## config.mk

```make
export PLATFORM = sky130hd
export DESIGN_NAME = rom_arbiter_flat
export DESIGN_NICKNAME = d
export VERILOG_FILES = /design/src/rtl/rom_arbiter_if.sv /design/src/rtl/rom_arbiter.sv /design/src/flat_wrapper.sv
export SDC_FILE = /design/constraint.sdc
export NUM_CORES = 1
export LEC_CHECK = 0
export ABC_AREA = 1
export CELL_PAD_IN_SITES_DETAIL_PLACEMENT = 1
export CELL_PAD_IN_SITES_GLOBAL_PLACEMENT = 2
export CORE_ASPECT_RATIO = 0.6
export CORE_MARGIN = 2
export CORE_UTILIZATION = 23
export CTS_CLUSTER_DIAMETER = 80
export DETAILED_ROUTE_END_ITERATION = 10
export PLACE_DENSITY = 0.93
export SYNTH_ARGS = -nofsm -noshare
export SYNTH_HDL_FRONTEND = slang
export SYNTH_SLANG_ARGS = --single-unit
```

## constraint.sdc

```tcl
create_clock -name CLK -period 3.55 [get_ports CLK]
set_clock_uncertainty 0.05 [all_clocks]
set_input_delay 1.065 -clock CLK [delete_from_list [all_inputs] [get_ports CLK]]
set_output_delay 1.065 -clock CLK [all_outputs]
set_load 0.01 [all_outputs]
```

## src/rtl/rom_arbiter_if.sv

```systemverilog
// Bus bundle between the two ROM requesters, the arbiter and the program ROM.
// Port names follow the board-level pinout; master is the requester/ROM side, slave is the arbiter.
interface rom_arbiter_if #(
    parameter int unsigned ADDR_WIDTH = 8,
    parameter int unsigned DATA_WIDTH = 8
);
    logic                  REQ0;
    logic [ADDR_WIDTH-1:0] ADDR0;
    logic                  LOCK0;
    logic                  GNT0;
    logic                  RVALID0;
    logic [DATA_WIDTH-1:0] RDATA0;

    logic                  REQ1;
    logic [ADDR_WIDTH-1:0] ADDR1;
    logic                  LOCK1;
    logic                  GNT1;
    logic                  RVALID1;
    logic [DATA_WIDTH-1:0] RDATA1;

    logic [ADDR_WIDTH-1:0] ROM_ADDR;
    logic [DATA_WIDTH-1:0] ROM_DATA;
    logic                  BUSY;

    modport master (
        output REQ0, ADDR0, LOCK0, REQ1, ADDR1, LOCK1, ROM_DATA,
        input  GNT0, RVALID0, RDATA0, GNT1, RVALID1, RDATA1, ROM_ADDR, BUSY
    );

    modport slave (
        input  REQ0, ADDR0, LOCK0, REQ1, ADDR1, LOCK1, ROM_DATA,
        output GNT0, RVALID0, RDATA0, GNT1, RVALID1, RDATA1, ROM_ADDR, BUSY
    );
endinterface

```

## src/rtl/rom_arbiter.sv

```systemverilog
// Two-port arbiter in front of the single-port program ROM: round-robin or fixed
// priority, bounded bursts via LOCKx, in-order read data returned to the owning port.
module rom_arbiter #(
    parameter int unsigned ADDR_WIDTH  = 8,
    parameter int unsigned DATA_WIDTH  = 8,
    parameter int unsigned ROM_LATENCY = 1,
    parameter int unsigned FIXED_PRIO  = 0,
    parameter int unsigned MAX_LOCK    = 16
) (
    input  logic         CLK,
    input  logic         RESETN,
    rom_arbiter_if.slave bus
);
    localparam int unsigned CNT_W = 8;

    typedef enum logic [1:0] {
        IDLE    = 2'd0,
        LOCKED0 = 2'd1,
        LOCKED1 = 2'd2
    } state_e;

    state_e                 state_q;
    logic                   last_gnt_q;
    logic [CNT_W-1:0]       lock_cnt_q;
    logic [ADDR_WIDTH-1:0]  last_addr_q;
    logic [ROM_LATENCY-1:0] vld_q;
    logic [ROM_LATENCY-1:0] pid_q;

    logic                   gnt0_c;
    logic                   gnt1_c;
    logic                   acc_c;
    logic                   tie0_c;
    logic                   gnt_lock_c;
    logic [CNT_W-1:0]       cnt_next_c;
    logic                   max_hit_c;
    logic [DATA_WIDTH-1:0]  rdata_c;

    // Grant selection; port 0 wins a tie under fixed priority or when port 1 was served last
    always_comb begin
        gnt0_c = 1'b0;
        gnt1_c = 1'b0;
        tie0_c = (FIXED_PRIO != 0) || last_gnt_q;
        case (state_q)
            IDLE: begin
                gnt0_c = bus.REQ0 & (~bus.REQ1 | tie0_c);
                gnt1_c = bus.REQ1 & ~gnt0_c;
            end
            LOCKED0: gnt0_c = bus.REQ0;
            LOCKED1: gnt1_c = bus.REQ1;
            default: ;
        endcase
        if (!RESETN) begin
            gnt0_c = 1'b0;
            gnt1_c = 1'b0;
        end
    end

    assign acc_c      = gnt0_c | gnt1_c;
    assign gnt_lock_c = gnt0_c ? bus.LOCK0 : bus.LOCK1;
    assign cnt_next_c = (state_q == IDLE) ? CNT_W'(1) : lock_cnt_q + CNT_W'(1);
    assign max_hit_c  = cnt_next_c >= CNT_W'(MAX_LOCK);

    always_ff @(posedge CLK or negedge RESETN) begin
        if (!RESETN) begin
            state_q     <= IDLE;
            last_gnt_q  <= 1'b1;
            lock_cnt_q  <= '0;
            last_addr_q <= '0;
            vld_q       <= '0;
            pid_q       <= '0;
        end else begin
            if (acc_c) begin
                last_addr_q <= gnt0_c ? bus.ADDR0 : bus.ADDR1;
                last_gnt_q  <= gnt1_c;
            end
            // Return pipeline mirrors the ROM latency: {valid, port id} per accepted read
            vld_q <= ROM_LATENCY'({vld_q, acc_c});
            pid_q <= ROM_LATENCY'({pid_q, gnt1_c});

            case (state_q)
                IDLE: begin
                    if (acc_c && gnt_lock_c && !max_hit_c) begin
                        state_q    <= gnt0_c ? LOCKED0 : LOCKED1;
                        lock_cnt_q <= cnt_next_c;
                    end
                end
                LOCKED0: begin
                    if (!bus.REQ0 || !bus.LOCK0 || max_hit_c) begin
                        state_q    <= IDLE;
                        lock_cnt_q <= '0;
                    end else begin
                        lock_cnt_q <= cnt_next_c;
                    end
                end
                LOCKED1: begin
                    if (!bus.REQ1 || !bus.LOCK1 || max_hit_c) begin
                        state_q    <= IDLE;
                        lock_cnt_q <= '0;
                    end else begin
                        lock_cnt_q <= cnt_next_c;
                    end
                end
                default: begin
                    state_q    <= IDLE;
                    lock_cnt_q <= '0;
                end
            endcase
        end
    end

    assign rdata_c = bus.ROM_DATA;

    assign bus.GNT0     = gnt0_c;
    assign bus.GNT1     = gnt1_c;
    // Address is held between grants so the ROM input stays quiet while idle
    assign bus.ROM_ADDR = gnt0_c ? bus.ADDR0 : (gnt1_c ? bus.ADDR1 : last_addr_q);
    assign bus.RVALID0  = vld_q[ROM_LATENCY-1] & ~pid_q[ROM_LATENCY-1];
    assign bus.RVALID1  = vld_q[ROM_LATENCY-1] &  pid_q[ROM_LATENCY-1];
    assign bus.RDATA0   = rdata_c;
    assign bus.RDATA1   = rdata_c;
    assign bus.BUSY     = (state_q != IDLE) | (|vld_q);
endmodule

```

## src/flat_wrapper.sv

```systemverilog
// flat-port wrapper written by rule: the top's interface ports become plain ports
module rom_arbiter_flat 
#(
    parameter int unsigned ADDR_WIDTH  = 8,
    parameter int unsigned DATA_WIDTH  = 8,
    parameter int unsigned ROM_LATENCY = 1,
    parameter int unsigned FIXED_PRIO  = 0,
    parameter int unsigned MAX_LOCK    = 16
)
  (CLK, RESETN, bus_REQ0, bus_ADDR0, bus_LOCK0, bus_REQ1, bus_ADDR1, bus_LOCK1, bus_ROM_DATA, bus_GNT0, bus_RVALID0, bus_RDATA0, bus_GNT1, bus_RVALID1, bus_RDATA1, bus_ROM_ADDR, bus_BUSY);
  rom_arbiter_if #(.ADDR_WIDTH(ADDR_WIDTH), .DATA_WIDTH(DATA_WIDTH)) bus_i ();
  input  logic CLK;
  input  logic RESETN;
  input wire logic [$bits(bus_i.REQ0)-1:0] bus_REQ0;
  input wire logic [$bits(bus_i.ADDR0)-1:0] bus_ADDR0;
  input wire logic [$bits(bus_i.LOCK0)-1:0] bus_LOCK0;
  input wire logic [$bits(bus_i.REQ1)-1:0] bus_REQ1;
  input wire logic [$bits(bus_i.ADDR1)-1:0] bus_ADDR1;
  input wire logic [$bits(bus_i.LOCK1)-1:0] bus_LOCK1;
  input wire logic [$bits(bus_i.ROM_DATA)-1:0] bus_ROM_DATA;
  output wire logic [$bits(bus_i.GNT0)-1:0] bus_GNT0;
  output wire logic [$bits(bus_i.RVALID0)-1:0] bus_RVALID0;
  output wire logic [$bits(bus_i.RDATA0)-1:0] bus_RDATA0;
  output wire logic [$bits(bus_i.GNT1)-1:0] bus_GNT1;
  output wire logic [$bits(bus_i.RVALID1)-1:0] bus_RVALID1;
  output wire logic [$bits(bus_i.RDATA1)-1:0] bus_RDATA1;
  output wire logic [$bits(bus_i.ROM_ADDR)-1:0] bus_ROM_ADDR;
  output wire logic [$bits(bus_i.BUSY)-1:0] bus_BUSY;
  assign bus_i.REQ0 = bus_REQ0;
  assign bus_i.ADDR0 = bus_ADDR0;
  assign bus_i.LOCK0 = bus_LOCK0;
  assign bus_i.REQ1 = bus_REQ1;
  assign bus_i.ADDR1 = bus_ADDR1;
  assign bus_i.LOCK1 = bus_LOCK1;
  assign bus_i.ROM_DATA = bus_ROM_DATA;
  assign bus_GNT0 = bus_i.GNT0;
  assign bus_RVALID0 = bus_i.RVALID0;
  assign bus_RDATA0 = bus_i.RDATA0;
  assign bus_GNT1 = bus_i.GNT1;
  assign bus_RVALID1 = bus_i.RVALID1;
  assign bus_RDATA1 = bus_i.RDATA1;
  assign bus_ROM_ADDR = bus_i.ROM_ADDR;
  assign bus_BUSY = bus_i.BUSY;
  rom_arbiter #(.ADDR_WIDTH(ADDR_WIDTH), .DATA_WIDTH(DATA_WIDTH), .ROM_LATENCY(ROM_LATENCY), .FIXED_PRIO(FIXED_PRIO), .MAX_LOCK(MAX_LOCK)) u_core (.CLK(CLK), .RESETN(RESETN), .bus(bus_i));
endmodule
```

; Word level (Yosys, flattened, before mapping)
; Cells that the tools add are included.
[word_totals]
regBits = 21
inputBits = 30
output_inout_bits = 29
elab_cells = 55
[classes]
n_addsub = 1
order_cmp = 1
eq_ne = 5
mux = 18
bitwise_logic = 10
reduce_logical = 14
[op_table]
columns = cell, count
row1 = 8-bit two-way mux, 7
row2 = 8-bit case mux with 3 select lines, 1
row3 = "8-bit by 1-bit adder with 8-bit output, second input constant", 1
row4 = "8-bit by 5-bit greater-or-equal comparator with 1-bit output, second input constant", 1
row5 = 2-bit two-way mux, 4
row6 = 2-bit case mux with 3 select lines, 1
row7 = 1-bit zero test, 5
row8 = 1-bit AND, 4
row9 = 1-bit logical OR, 4
row10 = "2-bit by 1-bit inequality test with 1-bit output, second input constant", 2
row11 = 1-bit case mux with 2 select lines, 2
row12 = 1-bit two-way mux, 3
row13 = 1-bit inverter, 3
row14 = 1-bit bitwise OR, 3
row15 = 3-bit AND reduction, 1
row16 = "2-bit by 1-bit == test with 1-bit output, second input constant", 1
row17 = "2-bit == test, second input constant", 1
row18 = 1-bit logical AND, 2
row19 = 2-bit zero test, 1
row20 = "2-bit inequality test, second input constant", 1
row21 = 2-bit nonzero test, 1

; Longest topological paths before layout
; Gate-level depths: netlist of the first run.
[depth]
depth_word = 12
ltp_mapped = 12

; Least setup slack after synthesis of the first run
; Ideal clock, no wire load.
[synth_timing]
kind = in2out
from = input bus_REQ0
to = output bus_ROM_ADDR[1]
t_arrival_ps = 1839
required_ps = 2435
setup_slack_ps = 596
stages = 7
n_path_buf = 0
cell_sequence = inv_1 > nor2_1 > nand2_1 > nand2_1 > clkinv_1 > nand2_1 > nand3_1
[synth_between]
elab_chain_cells = 7
[synth_lines]
columns = element, line_no
row1 = start: declaration, flat_wrapper.sv:14  ; input wire logic [$bits(bus_i.REQ0)-1:0] bus_REQ0;
row2 = 1-bit AND, rom_arbiter.sv:45  ; gnt0_c = bus.REQ0 & (~bus.REQ1 | tie0_c);
row3 = 1-bit inverter, rom_arbiter.sv:46  ; gnt1_c = bus.REQ1 & ~gnt0_c;
row4 = 1-bit AND, rom_arbiter.sv:46
row5 = 1-bit case mux with 2 select lines, rom_arbiter.sv:43  ; case (state_q)
row6 = 1-bit two-way mux, rom_arbiter.sv:52  ; if (!RESETN) begin
row7 = named net bus_GNT1, flat_wrapper.sv:24  ; output wire logic [$bits(bus_i.GNT1)-1:0] bus_GNT1;
row8 = 8-bit two-way mux (2 in series), rom_arbiter.sv:116  ; assign bus.ROM_ADDR = gnt0_c ? bus.ADDR0 : (gnt1_c ? bus.ADDR1 : last_addr_q);
row9 = end: declaration, flat_wrapper.sv:27  ; output wire logic [$bits(bus_i.ROM_ADDR)-1:0] bus_ROM_ADDR;
; The timed path passes the listed nets, and every way through them passes these cells.

; Worst setup path after layout of the first run
[layout_timing]
from = input RESETN
to = output bus_ROM_ADDR[4]
[layout_between]
elab_chain_cells = 3
[layout_lines]
columns = element, line_no
row1 = start: declaration, flat_wrapper.sv:13  ; input logic RESETN;
row2 = 1-bit two-way mux, rom_arbiter.sv:52
row3 = 8-bit two-way mux, rom_arbiter.sv:116
row4 = 8-bit two-way mux (*), rom_arbiter.sv:116
; Every way passes the cells marked *; elsewhere a longest branch is shown, timed or not.

==> results of run 1 <==
[cell type report]
type	instances	area [um2]	share of cell area (%)
flip-flops and latches	21	527	28.2
well taps	69	86.3	4.62
clock buffers	4	45.0	2.41
multi-input cells	120	571	30.5
inverters	22	90.1	4.82
repair buffers	65	551	29.5
[per-layer routing]
layer  wire length [um]  part of all wire, %
met5                  0                    0
met4                 29                 0.83
met3                137                  3.9
met2               1500                   43
met1               1830                   52
[critical path: cells and delay by family]
kind,cells,cell delay [ns]
buffers and inverters,5,0.67
AND/OR/NAND/NOR,5,0.50
[logic make-up (layout without fill, tap and decap cells)]
| logic type | Yosys count | after routing | synth area share (%) |
|---|---|---|---|
| and+or+nand+nor | 113 | 113 | 39.5 |
| buffers and inverters | 38 | 91 | 15.8 |
| DFF | 21 | 21 | 41.1 |
| AOI/OAI and AO/OA | 5 | 5 | 1.95 |
| adders and majority gates | 1 | 1 | 0.975 |
| xor gates and xnor gates | 1 | 1 | 0.683 |
[worst max path at each step]
stage	end	start	depth (start not counted)	slack (ns)
2_1_floorplan	bus_ROM_ADDR[1]	bus_REQ0	7	0.60
3_3_place_gp	bus_ROM_ADDR[2]	RESETN	8	-0.52
3_5_place_dp	bus_ROM_ADDR[3]	bus_REQ0	10	-0.55
4_1_cts	bus_ROM_ADDR[4]	RESETN	10	0.19
5_1_grt	bus_ROM_ADDR[3]	bus_REQ0	10	0.06
6_report	bus_ROM_ADDR[4]	RESETN	10	0.19
[cell usage after synthesis]
cell	instances	share of area, %
nor2_2	2	0.98
nand2_1	63	18
xor2_1	1	0.68
nand2_2	3	1.5
o21ai_1	1	0.39
buf_4	16	9.4
o21ai_0	3	1.2
a21oi_1	1	0.39
inv_2	3	0.88
nor2_1	14	4.1
ha_1	1	0.98
dfstp_2	1	2.0
dfrtp_1	20	39
inv_1	17	5.0
nor2_4	1	0.88
nand4_2	2	2.0
nand3_2	2	1.6
clkinv_1	2	0.59
nand3_1	26	10
[stage by stage]
| step | setup TNS, ns | cell area [um2] |
|---|---|---|
| after floorplan | 0 | 1280 |
| after global routing | 0 | 1870 |
| after global placement | -4.79 | 1770 |
| after detailed placement | -4.94 | 1770 |
| after CTS | 0 | 1870 |
| final | 0 | 1870 |
[layout by cell type, fill, tap and decap left out, types with 2 or more instances in the layout]
cell type	Yosys	final
clkbuf_8	0	3
clkdlybuf4s50_1	0	21
nand2_1	63	59
nor2_2	2	5
inv_2	3	3
nand4_2	2	2
buf_4	16	30
dfrtp_1	20	20
inv_1	17	16
nand3_2	2	2
buf_2	0	4
o21ai_0	3	3
dlygate4sd2_1	0	5
nand2_2	3	7
nor2_1	14	11
clkdlybuf4s15_1	0	4
nand3_1	26	26
[what timing repair did]
action	CTS	global route
setup buffers	7	0
endpoints found under the hold margin	0	0
endpoints found under the setup margin	10	0
gates resized for setup	41	0
[power groups by stage]
stage	Combinational (mW)	Sequential, mW	Clock [mW]
2_1_floorplan	0.121	0.292	0
3_3_place_gp	0.227	0.297	0
3_5_place_dp	0.233	0.298	0
4_1_cts	0.234	0.294	0.165
5_1_grt	0.259	0.298	0.175
6_report	0.230	0.294	0.160
[flip-flops by register name, summed over array words and instances, names as in the netlist]
name                count
u_core.vld_q            1
u_core.last_gnt_q       1
u_core.last_addr_q      8
u_core.pid_q            1
u_core.lock_cnt_q       8
u_core.state_q          2
==> impl_results.md, run 1 <==
* Outcome: finished, final reports clean
* Global-route wire length before repair at 5.66 mm
* Worst path slowest cell: dlygate4sd2_1
* Slew headroom at 79.3%
* Grt met3 use at 2.91%
* Row count at 21
* Reg2reg end: u_core.lock_cnt_q[2]$_DFFE_PN0P_
* I/O Buffers at 34
* Grt ovf at 0
* Avg Inst Size Synth at 7.16 um2
* Clock transition at path regs at 0.08 ns
* Worst vdd ir at 0.000151 V
* Fin worst setup slack at 0.186 ns
* Drt drc at 0
* Global Route Usage Sum at 11.8%
* Max FO, Critical Path at 7
* Antenna Cells at 0
* Unique cell type count in the Yosys netlist at 19
* CTS root buffer: clkbuf_8
* Die Height at 61.8 um
* Min Hold Slack at 0.435 ns
* Top Ports at 59
* Actual slew at the worst max-slew pin at 0.311 ns
* TritonCTS clock tree: done
* H-tree Lvls at 1
* Max Cap Viol at 0
* Worst R2R Start: u_core.state_q[0]$_DFFE_PN0P_
* GP Congestion at 0.748
* Die Area at 6210 um2
* Post-Syn Instances at 179
* Later-pin clock latency in the skew report at 0.26 ns
* DRT Pass-1 Iters at 4
* Largest net degree at the start of global routing at 22
* GR Util met2 at 19.5%
* Worst path max stage delay at 0.25 ns
* Final Hold Fails at 0
* Detail Placement HPWL at 2.72 mm
* Leakage at 0.963 nW
* GR peak layer: met2
* Slew Limit Fails at 0
* R2r setup slk at 1.79 ns
* Power Total at 0.684 mW
* Synth Warn # at 0
* Arr. time, crit path at 2.25 ns
* Pwr/cell area at 366 nW/um2
* Mapped Nets at 210
* WP data required at 2.43 ns
* Clock sinks at 21
* Wirelength per Cell at 11.6 um
* R2R cell count at 12
* Final setup violation count at 0
* Gate power share at 33.7%
* Core Area at 5470 um2
* Antenna violations before repair at 0
* DRT iter0 DRCs at 67
* Share of power burned in registers at 43.0%
* Min Tclk post-route at 3.36 ns
* # hold bufs at CTS at 0
* Final period util at 94.8%
* Fraction of layout cells with a size suffix above 1 at 26.3%
* Placed cells at 290
* Fin util at 34.2%
* Met1 global-route usage at 15.8%
* Post-layout net count at 264
* Die width at 100 um
* Area Growth Syn to Fin at 45.8%
* Sequential fraction of the synthesis area at 41.1%
* Switching power total at 0.216 mW
* Max clock buf depth at 2
* Vias in the first global route at 1,227
* Filler cells at 698
* Sw frac at 31.6%
* Critical Path Sink Type: output pin
* Hold path start: u_core.last_addr_q[5]$_DFFE_PN0N_
* Post-DRT Antenna Nets at 0
* Critical-path cell list: dlygate4sd2_1, inv_1, nor2_2, nand2_2, nand2_2, inv_4, buf_4, nand2_1, nand3_1, buf_2
* Starting Density at 23.5%
* Nature of the critical path startpoint: primary input
* Pre-CTS setup slack at -0.549 ns
* Hold Crit Depth at 2
* RSZ-0062 raised after global routing: false
* FMAX at 297 MHz
* Worst min path class: flip-flop to flip-flop
* Non-Filler Instances at 301
* Most used cell, CP: nand2_2
* Vias/cell at 4.16
* TritonCTS Buffers at 3
* Cell Area, Synth at 1280 um2
* Seq cells post-synth at 21
* Via Count at 1,253
* Worst Hold End: u_core.last_addr_q[5]$_DFFE_PN0N_
* Clock Power Share at 23.3%
* Pint at 0.468 mW
* Final wirelength at 3.49 mm
* CP Class: primary input to output pin
Power figures use the tool's default switching activity.
==> inputs of run 2 (changes only) <==
--- a/config.mk
+++ b/config.mk
@@ -6,6 +6,7 @@
 export NUM_CORES = 1
 export LEC_CHECK = 0
 export ABC_AREA = 1
+export ABC_CLOCK_PERIOD_IN_PS = 3550
 export CELL_PAD_IN_SITES_DETAIL_PLACEMENT = 1
 export CELL_PAD_IN_SITES_GLOBAL_PLACEMENT = 2
 export CORE_ASPECT_RATIO = 0.6
==> results of run 2 <==
Final layout, timing and power as in run 1 (identical DEF).
